**src/rtl/pipe_hazard_ctrl.sv**
```systemverilog
// Stall/flush sequencer for the 5-stage pipeline: load-use interlock, EX redirects,
// data-memory wait handshake with timeout, and saturating stall/flush counters.
module pipe_hazard_ctrl #(
    parameter int REG_ADDR_W     = 5,
    parameter int TIMEOUT_CYCLES = 64,
    parameter int CNT_W          = 32
) (
    input  logic                  clk_i,
    input  logic                  rst_i,
    input  logic                  idex_mem_ren_i,
    input  logic [REG_ADDR_W-1:0] idex_rd_addr_i,
    input  logic [REG_ADDR_W-1:0] ifid_rs1_addr_i,
    input  logic [REG_ADDR_W-1:0] ifid_rs2_addr_i,
    input  logic                  ifid_rs1_used_i,
    input  logic                  ifid_rs2_used_i,
    input  logic                  ex_redirect_i,
    input  logic                  exmem_mem_req_i,
    input  logic                  dmem_ack_i,
    output logic                  dmem_req_o,
    output logic                  hold_pc_o,
    output logic                  hold_ifid_o,
    output logic                  hold_idex_o,
    output logic                  hold_exmem_o,
    output logic                  flush_ifid_o,
    output logic                  bubble_idex_o,
    output logic                  bubble_memwb_o,
    output logic                  mem_err_o,
    output logic [CNT_W-1:0]      stall_cnt_o,
    output logic [CNT_W-1:0]      flush_cnt_o
);

    // state  | meaning
    // IDLE   | no memory access outstanding; request follows EX/MEM
    // WAIT   | request issued, waiting for ack, timeout counter running
    // ERR    | memory never answered; pipeline frozen until reset
    localparam logic [1:0] S_IDLE = 2'd0;
    localparam logic [1:0] S_WAIT = 2'd1;
    localparam logic [1:0] S_ERR  = 2'd2;

    localparam int WCW = (TIMEOUT_CYCLES > 2) ? $clog2(TIMEOUT_CYCLES) : 1;
    localparam logic [WCW-1:0] WAIT_LAST = WCW'(TIMEOUT_CYCLES - 1);
    localparam logic [WCW-1:0] WAIT_ONE  = WCW'(1);
    localparam logic [CNT_W-1:0] CNT_ONE = CNT_W'(1);
    localparam logic [CNT_W-1:0] CNT_MAX = '1;

    logic [1:0]     state;
    logic [WCW-1:0] wait_cnt;
    logic           mem_busy;
    logic           load_use;
    logic           redirect_taken;
    logic           rs1_hit;
    logic           rs2_hit;

    // Request depends only on state and EX/MEM, never on the ack.
    always_comb begin
        dmem_req_o = 1'b0;
        if (!rst_i) begin
            case (state)
                S_IDLE:  dmem_req_o = exmem_mem_req_i;
                S_WAIT:  dmem_req_o = 1'b1;
                default: dmem_req_o = 1'b0;
            endcase
        end
    end

    assign mem_busy = dmem_req_o & ~dmem_ack_i;
    assign rs1_hit  = ifid_rs1_used_i & (ifid_rs1_addr_i == idex_rd_addr_i);
    assign rs2_hit  = ifid_rs2_used_i & (ifid_rs2_addr_i == idex_rd_addr_i);
    assign load_use = idex_mem_ren_i & (idex_rd_addr_i != '0) & (rs1_hit | rs2_hit);

    always_comb begin
        hold_pc_o      = 1'b0;
        hold_ifid_o    = 1'b0;
        hold_idex_o    = 1'b0;
        hold_exmem_o   = 1'b0;
        flush_ifid_o   = 1'b0;
        bubble_idex_o  = 1'b0;
        bubble_memwb_o = 1'b0;
        mem_err_o      = 1'b0;
        redirect_taken = 1'b0;
        if (rst_i) begin
            flush_ifid_o   = 1'b1;
            bubble_idex_o  = 1'b1;
            bubble_memwb_o = 1'b1;
        end else if (state == S_ERR || mem_busy) begin
            hold_pc_o      = 1'b1;
            hold_ifid_o    = 1'b1;
            hold_idex_o    = 1'b1;
            hold_exmem_o   = 1'b1;
            bubble_memwb_o = 1'b1;
            mem_err_o      = (state == S_ERR);
        end else if (ex_redirect_i) begin
            // Wrong-path ID instruction is discarded, so any load-use on it is moot.
            flush_ifid_o   = 1'b1;
            bubble_idex_o  = 1'b1;
            redirect_taken = 1'b1;
        end else if (load_use) begin
            hold_pc_o      = 1'b1;
            hold_ifid_o    = 1'b1;
            bubble_idex_o  = 1'b1;
        end
    end

    always_ff @(posedge clk_i or posedge rst_i) begin
        if (rst_i) begin
            state    <= S_IDLE;
            wait_cnt <= '0;
        end else begin
            case (state)
                S_IDLE: begin
                    if (mem_busy) begin
                        state    <= S_WAIT;
                        wait_cnt <= '0;
                    end
                end
                S_WAIT: begin
                    if (dmem_ack_i) begin
                        state <= S_IDLE;
                    end else if (wait_cnt == WAIT_LAST) begin
                        state <= S_ERR;
                    end else begin
                        wait_cnt <= wait_cnt + WAIT_ONE;
                    end
                end
                default: state <= S_ERR;
            endcase
        end
    end

    always_ff @(posedge clk_i or posedge rst_i) begin
        if (rst_i) begin
            stall_cnt_o <= '0;
            flush_cnt_o <= '0;
        end else begin
            if (hold_pc_o && stall_cnt_o != CNT_MAX) begin
                stall_cnt_o <= stall_cnt_o + CNT_ONE;
            end
            if (redirect_taken && flush_cnt_o != CNT_MAX) begin
                flush_cnt_o <= flush_cnt_o + CNT_ONE;
            end
        end
    end

endmodule

```
**config.mk**
```make
export PLATFORM = sky130hd
export DESIGN_NAME = pipe_hazard_ctrl
export DESIGN_NICKNAME = d
export VERILOG_FILES = /design/src/rtl/pipe_hazard_ctrl.sv
export SDC_FILE = /design/constraint.sdc
export NUM_CORES = 1
export LEC_CHECK = 0
export ABC_AREA = 1
export ABC_CLOCK_PERIOD_IN_PS = 6700
export CORE_ASPECT_RATIO = 0.9
export CORE_UTILIZATION = 58
export CTS_BUF_LIST = sky130_fd_sc_hd__clkbuf_2 sky130_fd_sc_hd__clkbuf_4 sky130_fd_sc_hd__clkbuf_8
export DETAILED_ROUTE_END_ITERATION = 8
export HOLD_SLACK_MARGIN = 0.05
export PLACE_DENSITY = 0.88
export SYNTH_ARGS = -nofsm -noshare
export SYNTH_HDL_FRONTEND = slang
export SYNTH_SLANG_ARGS = --single-unit
```
**constraint.sdc**
```tcl
create_clock -name clk_i -period 6.7 [get_ports clk_i]
set_input_delay 2.01 -clock clk_i [delete_from_list [all_inputs] [get_ports clk_i]]
set_output_delay 2.01 -clock clk_i [all_outputs]
set_load 0.01 [all_outputs]
```
# [Word-level counts from Yosys, hierarchy flattened]
# Cells that the tools add are included.
# Widths: inputs -> output; s select.
[totals] regBits=72 inputBits=23 out_inout_bits=73 wordCells=59
[classes] n_addsub=3 eq_ne=11 n_mux=26 bitwise_logic=7 reduce_logical=8
[ops] operator="$add 32x1->32 const B" n=2
[ops] operator="$ne 32x32->1 const B" n=2
[ops] operator="$mux 6" n=3
[ops] operator="$mux 1" n=17
[ops] operator="$pmux 6 s2" n=1
[ops] operator="$eq 5x5->1" n=2
[ops] operator="$add 6x1->6 const B" n=1
[ops] operator="$eq 6x6->1 const B" n=1
[ops] operator="$mux 2" n=3
[ops] operator="$ne 2x2->1 const B" n=3
[ops] operator="$and 1x1->1" n=5
[ops] operator="$reduce_bool 5->1" n=1
[ops] operator="$pmux 2 s2" n=1
[ops] operator="$reduce_and 4->1" n=1
[ops] operator="$ne 3x3->1 const B" n=1
[ops] operator="$eq 2x1->1 const B" n=1
[ops] operator="$eq 2x2->1 const B" n=1
[ops] operator="$logic_and 1x1->1" n=2
[ops] operator="$logic_not 2->1" n=1
[ops] operator="$pmux 1 s2" n=1
[ops] operator="$reduce_and 2->1" n=1
[ops] operator="$reduce_bool 2->1" n=1
[ops] operator="$logic_or 1x1->1" n=1
[ops] operator="$not 1->1" n=1
[ops] operator="$or 1x1->1" n=1

# [Logic depth before layout (Yosys ltp)]
# Gate-level depths: netlist of run 1.
[depth] ltp_word=9 depth_mapped=12 mapped_depth_nobuf=11

# [Worst setup path after synthesis of run 1]
# No wires, ideal clock.
[synth_path] path_kind="input to output" startpoint="input port rst_i" endpoint="output port bubble_memwb_o" arrival_time_ns=3.855 required_time_ns=4.690 slack_ns=0.835 cell_stages=2 n_path_buf=0 cell_sequence="inv_1 > nand2_1"
[synth_via] elab_chain_len=5
[synth_lines] element="start: declaration" line="9" rtl="input logic rst_i,"
[synth_lines] element="$mux 1" line="57" rtl="if (!rst_i) begin"
[synth_lines] element="$and 1x1->1" line="66" rtl="assign mem_busy = dmem_req_o & ~dmem_ack_i;"
[synth_lines] element="$logic_or 1x1->1" line="85" rtl="end else if (state == S_ERR || mem_busy) begin"
[synth_lines] element="$mux 1" line="85"
[synth_lines] element="$mux 1 (*)" line="81" rtl="if (rst_i) begin"
[synth_lines] element="end: declaration" line="26" rtl="output logic bubble_memwb_o,"
# Mark *: on every way between the ends. The rest lies on a longest branch, timed or not.

# [Final worst setup path of run 1]
[layout_path] startpoint="input port rst_i" endpoint="output port hold_pc_o"
[layout_via] elab_chain_len=5
[layout_lines] element="$mux 1" line="57"
[layout_lines] element="$and 1x1->1" line="66"
[layout_lines] element="$logic_or 1x1->1" line="85"
[layout_lines] element="$mux 1" line="85"
[layout_lines] element="$mux 1 (*)" line="81"
[layout_lines] element="end: declaration" line="20" rtl="output logic hold_pc_o,"
# Marked as above.

==> results of run 1 <==
## placed cells by master (no fill, tap or decap), types with 2 or more instances in the layout
| master | netlist | routed |
|---|---|---|
| nand4_1 | 40 | 40 |
| inv_1 | 51 | 50 |
| ha_1 | 3 | 3 |
| nand2_1 | 320 | 320 |
| dfrtp_1 | 72 | 72 |
| nor2_1 | 93 | 93 |
| xor2_1 | 31 | 31 |
| nor2_2 | 6 | 6 |
| nand3b_1 | 13 | 13 |
| a21oi_1 | 2 | 2 |
| clkinv_4 | 0 | 2 |
| xnor2_1 | 13 | 13 |
| inv_2 | 10 | 11 |
| clkbuf_8 | 0 | 9 |
| buf_4 | 9 | 3 |
| and2_1 | 2 | 2 |
| nor3_1 | 15 | 15 |
| o21ai_0 | 3 | 3 |
| clkdlybuf4s50_1 | 0 | 95 |
| nand3_1 | 18 | 18 |
| o21ai_1 | 16 | 16 |
| o31ai_1 | 3 | 3 |
## metal layers
layer,wire length (um),share of wire,track usage
met2,6460,0.45,0.551
met5,0,0,0
met3,1030,0.072,0.0672
met1,6570,0.46,0.469
met4,226,0.016,0.113
## cell families after synthesis
group	count (synthesis)
simple gates	511
buf+inv	81
flops	72
xor+xnor	44
compound gates	26
fa+ha+maj	3
mux	1
## per-stage QoR
step	utilization	setup slack (ns)	instances	cell area, um^2
finish	0.748	0.724	931	6060
global route	0.748	0.540	931	6060
global placement	0.723	0.831	915	5860
CTS	0.748	0.722	931	6060
floorplan	-	0.835	738	4880
detailed placement	0.723	0.733	915	5860
## sequential cells by signal, summed over array words and instances, names as in the netlist
| register | cells |
|---|---|
| state | 2 |
| flush_cnt_o | 32 |
| wait_cnt | 6 |
| stall_cnt_o | 32 |
## power by group
part | switching, uW | total, uW | leakage (uW) | internal (uW)
clock network | 186 | 364 | 0.000100 | 178
registers | 20.1 | 467 | 0.000947 | 447
logic | 61.5 | 120 | 0.00183 | 58.3
## how the worst min path moves through the flow
stage                                startpoint                     endpoint  slack (ns)
floorplan                  state[1]$_DFFE_PP0P_         state[1]$_DFFE_PP0P_        0.49
finish                  wait_cnt[4]$_DFFE_PP0P_      wait_cnt[4]$_DFFE_PP0P_        0.54
global route            wait_cnt[0]$_DFFE_PP0P_      wait_cnt[0]$_DFFE_PP0P_        0.56
global placement    stall_cnt_o[31]$_DFFE_PP0P_  stall_cnt_o[31]$_DFFE_PP0P_        0.51
detailed placement      wait_cnt[4]$_DFFE_PP0P_      wait_cnt[4]$_DFFE_PP0P_        0.52
CTS                     wait_cnt[4]$_DFFE_PP0P_      wait_cnt[4]$_DFFE_PP0P_        0.54
## critical path: stages
cell and delay (ns):
clkdlybuf4s50_1 0.52, nor2_1 0.16, nand3_1 0.08, o21ai_1 0.12, inv_2 0.10, a21oi_4 0.14
inv_1 0.09, a21oi_1 0.17, clkdlybuf4s50_1 0.57
## cell type report
class,instances,share of cell area
repair buffers,98,0.161
multi-input cells,585,0.451
inverters,61,0.0378
well taps,99,0.0204
clock inverters,6,0.0114
clock buffers,10,0.0217
flip-flops and latches,72,0.297
## synth_stat cells (2+ instances only)
master | instances | area share
o21ai_1 | 16 | 0.016
nor2_2 | 6 | 0.0077
and2_1 | 2 | 0.0026
a21oi_1 | 2 | 0.0020
o31ai_1 | 3 | 0.0046
xnor2_1 | 13 | 0.023
inv_1 | 51 | 0.039
nand3b_1 | 13 | 0.020
nor2_1 | 93 | 0.071
nor3_1 | 15 | 0.015
buf_2 | 9 | 0.0092
xor2_1 | 31 | 0.056
inv_2 | 10 | 0.0077
nand4_1 | 40 | 0.051
clkbuf_1 | 2 | 0.0015
dfrtp_1 | 72 | 0.37
o21ai_0 | 3 | 0.0031
nand2_1 | 320 | 0.25
ha_1 | 3 | 0.0077
nand3_1 | 18 | 0.018
buf_4 | 9 | 0.014
==> metrics.csv, run 1 <==
metric,value,unit
status,"finished, final reports clean",
cts.sinks,72,
multiInputGateArea,2730,um^2
initial_core_util,0.602,
fin_nets,853,
drive_gt1_frac,0.0481,
root_buffer,clkbuf_8,
holdPathStages,2,
cts_tree,built,
crit_arrival,3.97,ns
grt_setup_unrepaired,no,
io_buffers,95,
setup_tns,0,ns
fin_crit_sh,0.892,
core,8110,um^2
synthSimpleGateAreaFrac,0.440,
syn_area_per_cell,6.62,um^2
p_per_area,157,nW/um^2
area_delta_synth_final,24.1,%
synth-main-ff-cell,dfrtp_1,
synth-edff-count,0,
dp_hpwl,10500,um
cp-startpoint,rst_i,
wl,14300,um
vias_per_cell,5.55,
max_freq,167,MHz
grt_pass1_wl,23300,um
drv_slew,0,
path_clk_slew,0.08,ns
drc,0,
cts_setup_buffers,0,
netlist_area,4880,um^2
setup_violations,0,
r2r_cells,9,
track_usage,0.342,
htreeDepth,3,
crit_type,primary input to output pin,
post_drt_wl_per_cell,15.3,um
synth_top_family_by_area,simple AND/OR/NAND/NOR gates,
min_period,5.98,ns
seqCellArea,1800,um^2
drt_iter0_markers,335,
dieWidth,98.7,um
grt_start_max_net_pins,73,
synth_cell_types,28,
synthesis.nets,764,
die_area,8790,um^2
die_height,89.1,um
dr.pass1.iters,6,
synth-seq-area-share,0.369,
rows,31,
critPathLaunchType,primary input,
crit_end,hold_pc_o,
io_pins,96,
diodes,0,
antenna_left,0,
cts_made_buffers,9,
slew_headroom,0.378,
synth_mux_area_frac,0.00205,
antenna_found_initial,0,
hold_viol,0,
hold_path.class,flop to flop,
rrSetupSlack,3.62,ns
total_power,951,uW
clock_latency,0.37,ns
crit_fanout,5,
reg2reg_to,stall_cnt_o[10]$_DFFE_PP0P_,
async_flop_share,1.00,
rr_startpoint,stall_cnt_o[0]$_DFFE_PP0P_,
post_cts_resized,0,
leakage,0.00287,uW
syn_inst,738,
worst_slew_pin_slew,0.933,ns
synthXorXnorAreaFrac,0.0789,
peakVddDrop,0.000124,V
grt.overflow.total,0,
crit_path_end_kind,output pin,
clk_path_buf_depth,2,
skew,0.0150,ns
synth_compound_area_frac,0.0310,
yosys.area_share.adder,0.00769,
hold_ws,0.540,ns
drv_cap,0,
vias,5165,
hold_buffers,0,
grt_pass1_vias,4855,
synth-seq-cells,72,
fillers,643,
critPathRequiredTime,4.69,ns
gp_congestion,0.921,
yosys_warnings,0,
Power figures use the tool's default switching activity.
==> run 2: changes to the inputs <==
--- a/config.mk
+++ b/config.mk
@@ -11,8 +11,9 @@
 export CORE_UTILIZATION = 58
 export CTS_BUF_LIST = sky130_fd_sc_hd__clkbuf_2 sky130_fd_sc_hd__clkbuf_4 sky130_fd_sc_hd__clkbuf_8
 export DETAILED_ROUTE_END_ITERATION = 8
+export GPL_ROUTABILITY_DRIVEN = 1
 export HOLD_SLACK_MARGIN = 0.05
-export PLACE_DENSITY = 0.88
+export PLACE_DENSITY_LB_ADDON = 0.05
 export SYNTH_ARGS = -nofsm -noshare
 export SYNTH_HDL_FRONTEND = slang
 export SYNTH_SLANG_ARGS = --single-unit
==> run 2 against run 1 <==
Sequential power hardly changed. Cell count stayed put. Utilization is 0.65 points higher. Die area stayed put. Wire length is 7.2% lower. Fmax is 4.0% lower. Worst setup slack worse by 0.25 ns. Global-route usage is 3.6 points lower.
==> metrics.csv, run 2 (synthesis gave the netlist of run 1 again) <==
metric,value,unit,change
dieWidth,98.7,um,unchanged
dp_hpwl,9550,um,was 10500 um
grt_setup_unrepaired,no,,unchanged
track_usage,0.306,,was 0.342
crit_arrival,4.22,ns,was 3.97 ns
crit_fanout,35,,was 5
place_inst,915,,unchanged
htreeDepth,3,,unchanged
leakage,0.00290,uW,was 0.00287 uW
post_cts_resized,0,,unchanged
slowest_delay,0.53,ns,was 0.57 ns
drv_cap,0,,unchanged
top_layer_used,met4,,unchanged
antenna_left,0,,unchanged
antenna_found_initial,0,,unchanged
peakVddDrop,0.000119,V,was 0.000124 V
cp_common_cell,clkdlybuf4s50_1,,unchanged
holdPathStages,2,,unchanged
cp_cell_sequence,clkdlybuf4s50_1 > nor2_1 > nand3_1 > o21ai_1 > inv_2 > a21oi_4 > buf_4 > o21ai_0 > clkdlybuf4s50_1,,was clkdlybuf4s50_1 > nor2_1 > nand3_1 > o21ai_1 > inv_2 > a21oi_4 > inv_1 > a21oi_1 > clkdlybuf4s50_1
die_height,89.1,um,unchanged
critPathLaunchType,primary input,,unchanged
post_drt_wl_per_cell,14.2,um,was 15.3 um
core,8110,um^2,unchanged
reg.largest.list,"flush_cnt_o (32), stall_cnt_o (32), wait_cnt (6)",,unchanged
wl_met1,6130,um,was 6570 um
r2r_cells,9,,unchanged
cts_made_buffers,9,,unchanged
rows,31,,unchanged
p_per_area,168,nW/um^2,was 157 nW/um^2
critPathRequiredTime,4.69,ns,about the same
wl_met3,1120,um,was 1030 um
diodes,0,,unchanged
drt_iter0_markers,405,,was 335
root_buffer,clkbuf_8,,unchanged
hold_viol,0,,unchanged
skew,0.0116,ns,was 0.0150 ns
io_pins,96,,unchanged
instances_no_fill,931,,unchanged
hold_buffers,0,,unchanged
max_freq,161,MHz,was 167 MHz
status,"finished, final reports clean",,unchanged
grt_pass1_wl,21400,um,was 23300 um
crit_path_end_kind,output pin,,unchanged
path_clk_slew,0.08,ns,about the same
die_area,8790,um^2,unchanged
route.met2.wl,5900,um,was 6460 um
crit_type,primary input to output pin,,unchanged
gp_congestion,0.899,,was 0.921
cts_setup_buffers,0,,unchanged
setup_tns,0,ns,unchanged
grt_pass1_vias,4536,,was 4855
area_delta_synth_final,25.2,%,was 24.1%
final_cell_mix,"nand2_1 (320), clkdlybuf4s50_1 (95), nor2_1 (93), dfrtp_1 (72), inv_1 (50)",,unchanged
min_period,6.23,ns,was 5.98 ns
clock_latency,0.36,ns,was 0.37 ns
fin_nets,853,,unchanged
dr.pass1.iters,6,,unchanged
initial_core_util,0.602,,unchanged
worst_slew_pin_slew,0.912,ns,was 0.933 ns
cts_tree,built,,unchanged
grt_start_max_net_pins,73,,unchanged
drv_slew,0,,unchanged
setup_violations,0,,unchanged
vias,5187,,was 5165
clk_path_buf_depth,2,,unchanged
drive_gt1_frac,0.0481,,unchanged
total_power,1030,uW,was 951 uW
hold_path.class,flop to flop,,unchanged
cts.sinks,72,,unchanged
vias_per_cell,5.57,,was 5.55
crit_path_top_delay_cell,clkdlybuf4s50_1,,unchanged
io_buffers,95,,unchanged
grt.overflow.total,0,,unchanged
final_common_cell,nand2_1,,unchanged
wl,13300,um,was 14300 um
slew_headroom,0.392,,was 0.378
drc,0,,unchanged
fin_crit_sh,0.929,,was 0.892
==> run 2: area by class of cell <==
| cell class | instances | area, um^2 |
|---|---|---|
| multi-input cells | 585 | 2730 |
| flip-flops and latches | 72 | 1800 |
| repair buffers | 98 | 973 |
| clock buffers | 10 | 138 |
| inverters | 61 | 229 |
| well taps | 99 | 124 |
| clock inverters | 6 | 115 |
| fillers | 630 | 1990 |
==> run 2: report_power, final <==
part           internal, uW  switching, uW
Combinational          58.1           58.9
Clock                   260            184
Sequential              447           21.4
==> run 2: final timing paths <==
| check | from | to | slack [ns] |
|---|---|---|---|
| setup / recovery | rst_i | bubble_idex_o | 0.47 |
| hold / removal | wait_cnt[4]$_DFFE_PP0P_ | wait_cnt[4]$_DFFE_PP0P_ | 0.54 |
| setup reg to reg | stall_cnt_o[0]$_DFFE_PP0P_ | stall_cnt_o[4]$_DFFE_PP0P_ | 3.64 |
| hold reg to reg | wait_cnt[4]$_DFFE_PP0P_ | wait_cnt[4]$_DFFE_PP0P_ | 0.54 |
| max in group asynchronous | rst_i | stall_cnt_o[17]$_DFFE_PP0P_ | 3.66 |
| min in group asynchronous | rst_i | wait_cnt[0]$_DFFE_PP0P_ | 2.46 |
==> run 2: critical path, delay by kind of cell <==
kind / cells / cell delay, ns
compound gates: 3 / 0.41
simple gates: 2 / 0.27
buf+inv: 4 / 1.51
==> run 2: through the flow <==
stage          hold slack, ns  setup WS, ns  area [um^2]  utilization
2_1_floorplan           0.486         0.835         4880            -
3_3_place_gp            0.515         0.602         5860        0.723
3_5_place_dp            0.529         0.499         5860        0.723
4_1_cts                 0.547         0.486         6110        0.754
5_1_grt                 0.556         0.297         6110        0.754
6_report                0.544         0.475         6110        0.754
==> run 2: layer usage <==
layer	vias to the layer above	track usage
met4	0	0.0583
met1	2406	0.442
met3	17	0.0696
met2	258	0.478
li1	2506	-
met5	-	0
